<file path="src/rtl/stream_program_loader.sv">
// Streams an image from a valid/ready source into instruction memory from a programmable base, with optional trailing checksum.
// One word per two cycles (accept, then write); in_ready drops while a write is pending and outside RECV/CHECK.
module stream_program_loader #(
  parameter int unsigned WORD_SIZE     = 16,
  parameter int unsigned MEM_ADDR_SIZE = 8,
  parameter int unsigned MEM_SIZE      = 256,
  parameter int unsigned CHECKSUM_EN   = 1
) (
  input  logic                     clock,
  input  logic                     reset_n,
  input  logic                     start_load,
  input  logic [MEM_ADDR_SIZE-1:0] base_addr,
  input  logic [MEM_ADDR_SIZE:0]   load_len,
  input  logic                     abort,
  input  logic [WORD_SIZE-1:0]     in_data,
  input  logic                     in_valid,
  output logic                     in_ready,
  output logic [MEM_ADDR_SIZE-1:0] mem_addr,
  output logic [WORD_SIZE-1:0]     mem_write_data,
  output logic                     mem_write,
  output logic                     busy,
  output logic                     load_complete,
  output logic                     load_error,
  output logic [1:0]               err_code,
  output logic [MEM_ADDR_SIZE:0]   words_written
);

  typedef enum logic [2:0] {IDLE, RECV, WRITE, CHECK, DONE, ERROR} state_t;

  localparam int unsigned EW = MEM_ADDR_SIZE + 2;

  state_t                   state;
  logic [MEM_ADDR_SIZE:0]   len_q;
  logic [WORD_SIZE-1:0]     acc;
  logic [WORD_SIZE-1:0]     acc_sum;
  logic [EW-1:0]            end_addr;
  logic [MEM_ADDR_SIZE:0]   ww_next;

  assign in_ready = (state == RECV) || (state == CHECK);
  assign busy     = in_ready || (state == WRITE);
  assign acc_sum  = acc + in_data;
  assign end_addr = {2'b00, base_addr} + {1'b0, load_len};
  assign ww_next  = words_written + 1'b1;

  always_ff @(posedge clock or negedge reset_n) begin
    if (!reset_n) begin
      state          <= IDLE;
      len_q          <= '0;
      acc            <= '0;
      mem_addr       <= '0;
      mem_write_data <= '0;
      mem_write      <= 1'b0;
      load_complete  <= 1'b0;
      load_error     <= 1'b0;
      err_code       <= 2'd0;
      words_written  <= '0;
    end else begin
      mem_write <= 1'b0;
      case (state)
        IDLE, DONE, ERROR: begin
          if (start_load) begin
            len_q         <= load_len;
            mem_addr      <= base_addr;
            acc           <= '0;
            words_written <= '0;
            load_complete <= 1'b0;
            load_error    <= 1'b0;
            err_code      <= 2'd0;
            // Reject images that would run past the end of memory before any write.
            if (end_addr > EW'(MEM_SIZE)) begin
              state      <= ERROR;
              load_error <= 1'b1;
              err_code   <= 2'd1;
            end else if (load_len == '0) begin
              if (CHECKSUM_EN != 0) begin
                state <= CHECK;
              end else begin
                state         <= DONE;
                load_complete <= 1'b1;
              end
            end else begin
              state <= RECV;
            end
          end
        end
        RECV: begin
          if (abort) begin
            state      <= ERROR;
            load_error <= 1'b1;
            err_code   <= 2'd3;
          end else if (in_valid) begin
            mem_write_data <= in_data;
            mem_write      <= 1'b1;
            acc            <= acc_sum;
            state          <= WRITE;
          end
        end
        WRITE: begin
          // The strobe is already on the bus this cycle, so the word counts even on abort.
          words_written <= ww_next;
          if (abort) begin
            state      <= ERROR;
            load_error <= 1'b1;
            err_code   <= 2'd3;
          end else if (ww_next == len_q) begin
            if (CHECKSUM_EN != 0) begin
              state <= CHECK;
            end else begin
              state         <= DONE;
              load_complete <= 1'b1;
            end
          end else begin
            mem_addr <= mem_addr + 1'b1;
            state    <= RECV;
          end
        end
        CHECK: begin
          if (abort) begin
            state      <= ERROR;
            load_error <= 1'b1;
            err_code   <= 2'd3;
          end else if (in_valid) begin
            if (acc_sum == '0) begin
              state         <= DONE;
              load_complete <= 1'b1;
            end else begin
              state      <= ERROR;
              load_error <= 1'b1;
              err_code   <= 2'd2;
            end
          end
        end
        default: state <= IDLE;
      endcase
    end
  end

endmodule

</file>
<file path="config.mk">
export PLATFORM = sky130hd
export DESIGN_NAME = stream_program_loader
export DESIGN_NICKNAME = d
export VERILOG_FILES = /design/src/rtl/stream_program_loader.sv
export SDC_FILE = /design/constraint.sdc
export NUM_CORES = 1
export LEC_CHECK = 0
export ABC_AREA = 0
export ABC_CLOCK_PERIOD_IN_PS = 6600
export CAP_MARGIN = 25
export CORE_MARGIN = 3
export CORE_UTILIZATION = 25
export DETAILED_ROUTE_END_ITERATION = 16
export DONT_BUFFER_PORTS = 1
export GPL_TIMING_DRIVEN = 0
export PLACE_DENSITY_LB_ADDON = 0.08
export SYNTH_ARGS = -nofsm -noshare
export SYNTH_HDL_FRONTEND = slang
export SYNTH_SLANG_ARGS = --single-unit
</file>
<file path="constraint.sdc">
create_clock -name clock -period 6.6 [get_ports clock]
set_input_delay 1.98 -clock clock [delete_from_list [all_inputs] [get_ports clock]]
set_output_delay 1.98 -clock clock [all_outputs]
set_load 0.01 [all_outputs]
</file>
Yosys cells after proc, flatten, opt, wreduce, memory -nomap -nowiden --
Index checks and enable logic that the tools add are counted.
Cells by class: $add $sub $neg 4, magnitude comparators 1, eq/ne operators 18, multiplexer cells 43, bitwise logic cells 1, reductions and logical operators 19
Operator list (number):
- $mux W16 | 3
- $pmux W16 S2 | 1
- $mux W8 | 3
- $mux W3 | 7
- $pmux W9 S2 | 1
- $add A16 B16 Y16 | 1
- $logic_not A16 Y1 | 1
- $pmux W8 S2 | 1
- $mux W1 | 15
- $mux W2 | 7
- $ne A2 B2 Y1 const B | 7
- $pmux W3 S4 | 1
- $add A8 B9 Y10 | 1
- $gt A10 B9 Y1 const B | 1
- $reduce_and A5 Y1 | 2
- $add A9 B1 Y9 const B | 1
- $eq A9 B9 Y1 | 1
- $logic_not A9 Y1 | 1
- $mux W9 | 1
- $ne A3 B3 Y1 const B | 3
- $add A8 B1 Y8 const B | 1
- $reduce_and A4 Y1 | 2
- $eq A3 B2 Y1 const B | 2
- $eq A3 B3 Y1 const B | 2
- 14 further kinds | 20
Word-level totals: flip-flop bits (word level) 66, input bits 38, output and inout port bits 40, word-level logic and storage cells 96

Logic depth before layout (Yosys ltp) --
Gate-level depths: netlist (run 1).
word-level depth 6, depth in mapped cells 11, depth with buffers taken out 11

Worst setup path before layout (run 1) --
Ideal clock, no wire load.
path kind input to register, start point input port in_data[0], end point register err_code[1], library setup time 118 ps, data arrival time 4262 ps, data required time 6482 ps, path slack 2220 ps, cell stages on the path 10, buffers on the path 0, cell sequence ha_1 fa_1 a211oi_2 o21ai_2 and2_4 xor2_2 nor4_4 nand4_2 or3_1 a21o_1
On the way: word-level cells in the longest chain between the ends 4
Ends and longest elaborated chain:
- start, declared | line 15 | input logic [WORD_SIZE-1:0] in_data,
- $add A16 B16 Y16 | line 41 | assign acc_sum = acc + in_data;
- $logic_not A16 Y1 | line 123 | if (acc_sum == '0) begin
- $ne A3 B3 Y1 (no source line)
- $reduce_and A5 Y1 (no source line)
- end signal, assigned | line 55 | err_code <= 2'd0;
- end signal, assigned | line 121 | err_code <= 2'd3;
- end signal, assigned | line 129 | err_code <= 2'd2;
- end, declared | line 24 | output logic [1:0] err_code,
No other way between the ends. A chain may end at the register's enable or synchronous reset.

Final worst setup path (run 1) --
Ends and elaborated chain as after synthesis.

==> reports/metrics.csv, run 1 <==
metric,value,unit
worst setup margin,2090,ps
core region area,17600,um^2
final hold vios,0,
CTS sink count,66,
worst r2r path cells,10,
Initial Util,26.0,%
Root Buffer,clkbuf_16,
crit path cell chain,ha_1 > fa_1 > a211oi_2 > o21ai_2 > a311oi_1 > a211oi_1 > nor4_2 > nand4_2 > or3_1 > a21o_1,
critical path peak fanout,6,
skew final,5.34,ps
nets@finish,621,
layout cell share with drive strength beyond 1,6.77,%
Top delay family on crit path,compound AO/OA/AOI/OAI gates,
number of global-route vias before repair,4071,
post-synth net total,610,
# rows,48,
post-synthesis async set-or-reset flop share,100,%
WL final,14200,um
Yosys cell types,71,
Leak Pwr,2.28,nW
Final setup viols,0,
top cells by area in the synthesized netlist,"dfrtp_1 (36%), nand2_1 (10%), ha_1 (6.8%), a21oi_1 (3.5%), o21ai_0 (3.4%)",
placer's final routability congestion estimate,0.773,
Resized cells post-CTS,0,
post-CTS setup buffers,0,
maximum number of pins on one net before global-route repair,67,
via count,4011,
peak supply drop,156,uV
Hold Path Stages,2,
Hold Buf Count CTS,0,
met3 usage,4.82,%
"CTS clk-pin slew, worst paths",60,ps
Post-synth top cells,"nand2_1 (122), dfrtp_1 (66), a21oi_1 (32), o21ai_0 (31), nand3_1 (27)",
Die Area,20000,um^2
Num CTS Buffers,9,
"Seq/Total Area, Yosys",36.1,%
Filler cells,1892,
critical path startpoint category,input pin,
Final Core Density,29.4,%
I/O pins,78,
Post-Syn Instances,545,
CP Depth,10,
first-pass GRT wire length,22500,um
Slew HR,50.8,%
r2r setup slk,3340,ps
grt ovf,0,
slowest cell delay on critical path,440,ps
ANT nets after route,0,
crit end category,flop,
worst slew pin tran,719,ps
Skew-Pair Late Insertion Delay,340,ps
hpwl dp,10900,um
global-route track usage on met1,17.3,%
max_cap viols,0,
ANT cells,0,
share of the synthesized area in the top cell type,36.1,%
Crit Path Class,input pin to flop,
Final min period,4510,ps
Hold/Removal Path Class,flop to flop,
# H-tree levels,3,
GR met2 Demand/Resource,25.3,%
DRT Pass-1 Iters,4,
hold worst-path end,acc[4],
most frequent cell after synthesis,nand2_1,
RSZ-0062 raised after global routing,false,
f_max,222,MHz
CP max stage cell,fa_1,
Setup TNS Final,0,ps
yosys warns,0,
Die W,141,um
hold path startpoint,acc[4],
top cell type by total area after synthesis,dfrtp_1,
Area growth syn-to-layout,13.1,%
Tot GR Track Use,14.5,%
CTS tree,yes,
WL/cell,18.1,um
worst path bufs/invs,0,
Crit Reg-Reg Endpoint,err_code[1],
gr busiest metal,met2,
Power per Cell Area,438,nW/um^2
status,"finished, final reports clean",
Die Y-Extent,141,um
Yosys reg bits,66,
pre-CTS setup slack,1740,ps
drt via density,5.10,
Clock Tree Buf Depth,2,
Netlist Area Pre-Place,4580,um^2
# DRC,0,
count of flip-flops with a built-in enable after synthesis,0,
initial antenna violation count,0,
Critical Path RT,6830,ps
crit share post-route,68.3,%
Slew Limit Fails,0,
Mean Syn Cell Area,8.40,um^2
reg2reg start,acc[0],
port bufs,0,
top_reg_cell synth,dfrtp_1,
initial drt markers,202,
Worst EP arrival,4740,ps
-- kinds of logic (layout without fill, tap and decap cells) --
group / count (synthesis) / after routing / share of synthesized area, %
AOI/OAI and AO/OA: 145 / 145 / 22.1
xor gates and xnor gates: 20 / 20 / 4.59
adders and majority gates: 27 / 27 / 7.71
buffers and inverters: 36 / 52 / 3.06
DFF: 66 / 66 / 36.1
muxes: 2 / 2 / 0.437
and+or+nand+nor: 249 / 249 / 26.1
-- layer usage --
layer,share of wire [%],wire (um)
met3,6.1,861
met2,49,7010
met4,1.0,147
met5,0,0
met1,43,6180
-- cell type report --
cell class	instances	area [um^2]	area share, %
clock inverters	6	91.3	1.76
inverters	17	63.8	1.23
plain buffers	19	76.3	1.47
well taps	225	282	5.44
multi-input cells	443	2790	53.8
clock buffers	10	229	4.42
flip-flops and latches	66	1650	31.9
-- where the power goes --
part / internal (mW) / total [mW] / switching [mW]
registers: 0.562 / 0.738 / 0.175
clock network: 0.332 / 0.524 / 0.192
logic: 0.396 / 1.00 / 0.609
-- worst min-delay path, cell delays in order (launching register included) --
cell and delay [ps]:
dfrtp_1 350, nand2_1 50, o21ai_0 60
-- how the worst max path moves through the flow --
stage	to	slack, ps	start
after CTS	err_code[1]	2080	in_data[0]
after global routing	err_code[1]	1820	in_data[0]
after floorplan	err_code[1]	2220	in_data[0]
final	err_code[1]	2090	in_data[0]
after global placement	err_code[1]	1750	in_data[0]
after detailed placement	err_code[1]	1740	in_data[0]
-- through the flow --
stage	instance area, um^2	hold WS (ps)	total power, mW	instances
2_1_floorplan	4580	453	1.49	545
5_1_grt	5180	522	2.47	786
6_report	5180	487	2.27	786
3_3_place_gp	4860	474	1.75	770
4_1_cts	5180	494	2.31	786
3_5_place_dp	4860	480	1.76	770
-- placed cells by master, fill, tap and decap left out, types with 13 or more instances in the layout --
| cell | n |
|---|---|
| nand2_1 | 122 |
| dfrtp_1 | 66 |
| a21oi_1 | 32 |
| o21ai_0 | 31 |
| nand3_1 | 27 |
| nor2_1 | 26 |
| ha_1 | 25 |
| clkbuf_1 | 18 |
| inv_1 | 16 |
| nor3_1 | 13 |
-- registers in the layout, indices dropped and copies added, names as in the netlist --
name / cells
acc: 16
mem_write_data: 16
len_q: 9
words_written: 9
mem_addr: 8
state: 3
err_code: 2
load_complete: 1
load_error: 1
mem_write: 1
Power figures use the tool's default switching activity.
==> run 2: changes to the inputs <==
--- a/config.mk
+++ b/config.mk
@@ -6,7 +6,7 @@
 export NUM_CORES = 1
 export LEC_CHECK = 0
 export ABC_AREA = 0
-export ABC_CLOCK_PERIOD_IN_PS = 6600
+export ABC_CLOCK_PERIOD_IN_PS = 4700
 export CAP_MARGIN = 25
 export CORE_MARGIN = 3
 export CORE_UTILIZATION = 25
==> constraint.sdc (replaced) <==
create_clock -name clock -period 4.7 [get_ports clock]
set_input_delay 1.41 -clock clock [delete_from_list [all_inputs] [get_ports clock]]
set_output_delay 1.41 -clock clock [all_outputs]
set_load 0.01 [all_outputs]
==> results of run 2 <==
The final DEF is identical to that of run 1. Status: finished, final reports clean.
Among the figures that moved: setup slack after placement 1740 ps -> 406 ps; setup slack after layout 2090 ps -> 763 ps; register-to-register setup slack 3340 ps -> 1440 ps; total power 2.27 mW -> 3.18 mW; worst IR drop on VDD 156 uV -> 219 uV
==> run 3: changes to the inputs <==
--- a/config.mk
+++ b/config.mk
@@ -6,7 +6,7 @@
 export NUM_CORES = 1
 export LEC_CHECK = 0
 export ABC_AREA = 0
-export ABC_CLOCK_PERIOD_IN_PS = 4700
+export ABC_CLOCK_PERIOD_IN_PS = 3700
 export CAP_MARGIN = 25
 export CORE_MARGIN = 3
 export CORE_UTILIZATION = 25
==> constraint.sdc (replaced) <==
create_clock -name clock -period 3.7 [get_ports clock]
set_input_delay 1.11 -clock clock [delete_from_list [all_inputs] [get_ports clock]]
set_output_delay 1.11 -clock clock [all_outputs]
set_load 0.01 [all_outputs]
==> run 3 against run 2 <==
Against the previous run: worst hold slack got worse by 23 ps; highest routed layer unchanged; combinational power rose by 33%; largest power group unchanged; die area did not move; utilization rose by 0.36 points; register-to-register slack got worse by 990 ps; design area rose by 1.2%; wire length rose by 0.37%; sequential power rose by 27%; worst setup slack got worse by 700 ps; critical path depth did not move; clock skew barely moved; clock power rose by 27%.
==> reports/metrics.csv, run 3 (synthesis gave the netlist of run 1 again) <==
metric,value,unit,change
status,"finished, final reports clean",,
Slew Limit Fails,0,,unchanged
initial drt markers,179,,-11%
Slew HR,50.6,%,-0.23 points
"CTS clk-pin slew, worst paths",60,ps,about the same
worst slew pin tran,722,ps,+3.32 ps
hpwl dp,10900,um,unchanged
skew final,5.50,ps,+0.162 ps
Initial Util,26.0,%,unchanged
Hold/Removal Path Class,input pin to async pin,,
f_max,275,MHz,
Clock Tree Buf Depth,2,,unchanged
WL/cell,18.0,um,-0.13%
P_int,2.34,mW,
pre-CTS setup slack,-294,ps,
clock power share,22.7,%,-0.4 points
worst path bufs/invs,0,,unchanged
Net Sw Frac,43.0,%,
"most common cell after layout, fill and taps aside",nand2_1,,
ANT cells,0,,unchanged
Final setup viols,0,,unchanged
final hold vios,0,,unchanged
Comb pwr share,45.3,%,+1.0 points
crit end category,flop,,
highest-count cells in the layout ignoring fill and taps,"nand2_1 (122), dfrtp_1 (66), a21oi_1 (32), o21ai_0 (31), nand3_1 (27)",,
CTS sink count,66,,unchanged
# H-tree levels,3,,unchanged
sequential power share,32.0,%,-0.5 points
Die W,141,um,unchanged
layout cell share with drive strength beyond 1,8.14,%,+1.4 points
grt ovf,0,,unchanged
Root Buffer,clkbuf_16,,
number of global-route vias before repair,4071,,unchanged
Power per Cell Area,785,nW/um^2,
# rows,48,,unchanged
Tot GR Track Use,14.5,%,unchanged
Final min period,3640,ps,
Skew-Pair Late Insertion Delay,340,ps,about the same
WL final,14300,um,+0.37%
Area growth syn-to-layout,14.5,%,
initial antenna violation count,0,,unchanged
Top delay family on crit path,simple AND/OR/NAND/NOR gates,,
placer's final routability congestion estimate,0.773,,unchanged
CP max stage cell,or3_4,,
I/O pins,78,,unchanged
Psw,1.77,mW,
critical path peak fanout,5,,-1
max_cap viols,0,,unchanged
critical path startpoint category,input pin,,
nets@finish,625,,+0.64%
crit share post-route,98.3,%,
worst setup margin,64.2,ps,
Die Y-Extent,141,um,unchanged
ANT nets after route,0,,unchanged
crit path cell chain,ha_1 > fa_2 > a211oi_4 > o21ai_4 > a311oi_2 > a211oi_2 > nor4_2 > nand4_2 > or3_4 > a21o_1,,
CTS tree,yes,,
maximum number of pins on one net before global-route repair,67,,unchanged
Setup TNS Final,0,ps,unchanged
Top Registers,"acc x16, mem_write_data x16",,
# DRC,0,,unchanged
peak supply drop,278,uV,
Leak Pwr,2.30,nW,+1.1%
DRT Pass-1 Iters,4,,unchanged
via count,3995,,-0.40%
Worst EP arrival,3870,ps,
Crit Path Class,input pin to flop,,
Die Area,20000,um^2,unchanged
Critical Path RT,3930,ps,
Num CTS Buffers,9,,unchanged
core region area,17600,um^2,unchanged
port bufs,0,,unchanged
drt via density,5.06,,-0.90%
slowest cell delay on critical path,450,ps,about the same
first-pass GRT wire length,22500,um,unchanged
run 3: cell count changes in the layout (fill, tap and decap cells not counted):
cell / delta
a211oi_1: -1
a211oi_4: +1
fa_1: -1
or3_4: +1
o21ai_2: -1
a311oi_2: +1
a311oi_1: -1
or3_1: -1
fa_2: +1
buf_4: +4
o21ai_4: +1
run 3: cell type report:
cell class / count / area, um^2
Buffer: 19 / 76.3
Clock buffer: 10 / 229
Clock inverter: 6 / 91.3
Fill cell: 1888 / 12400
Inverter: 17 / 63.8
Multi-Input combinational cell: 443 / 2820
Sequential cell: 66 / 1650
Tap cell: 225 / 282
Timing Repair Buffer: 4 / 30.0
run 3: per-layer routing:
metal / up-vias / wire length [um] / track usage (%)
li1: 2005 / - / -
met1: 1909 / 6200 / 17.3
met2: 71 / 7070 / 25.3
met3: 10 / 832 / 4.82
met4: 0 / 147 / 3.42
met5: - / 0 / 0
run 3: timing repair:
action	4_1_cts	5_1_grt
hold buffers	0	0
gates resized for setup	0	6
setup endpoints to repair	0	5
buffers inserted	0	4
run 3: worst register-to-register path: stages (launching register included):
cell	delay (ps)
dfrtp_1	380
ha_1	220
fa_2	430
a211oi_4	350
o21ai_4	120
a311oi_2	260
a211oi_2	100
nor4_2	390
nand4_2	260
or3_4	460
a21o_1	180
run 3: power groups by stage:
stage | Sequential, mW | Clock [mW] | Combinational, mW
detailed placement | 1.34 | 0 | 1.80
floorplan | 1.25 | 0 | 1.41
global placement | 1.33 | 0 | 1.78
global route | 1.37 | 1.00 | 2.10
finish | 1.32 | 0.932 | 1.87
CTS | 1.33 | 0.972 | 1.81
run 3: metrics by stage:
step                cell area, um^2  util (%)  instances  hold WS, ps  total power, mW
floorplan                      4580         -        545          453             2.66
finish                         5240      29.8        790          464             4.11
global route                   5240      29.8        790          437             4.47
global placement               4860      27.6        770          474             3.12
CTS                            5180      29.4        786          448             4.11
detailed placement             4860      27.6        770          480             3.14
run 3: path summary, 6_finish.rpt:
kind | slack [ps] | endpoint | depth (start not counted) | from
hold / removal | 460 | mem_addr[7] | 0 | reset_n
setup / recovery | 60 | err_code[1] | 10 | in_data[0]
hold reg to reg | 490 | acc[4] | 2 | acc[4]
setup reg to reg | 450 | err_code[1] | 10 | acc[0]
min in group clock | 490 | acc[4] | 2 | acc[4]
max in group asynchronous | 3090 | acc[14] | 0 | reset_n
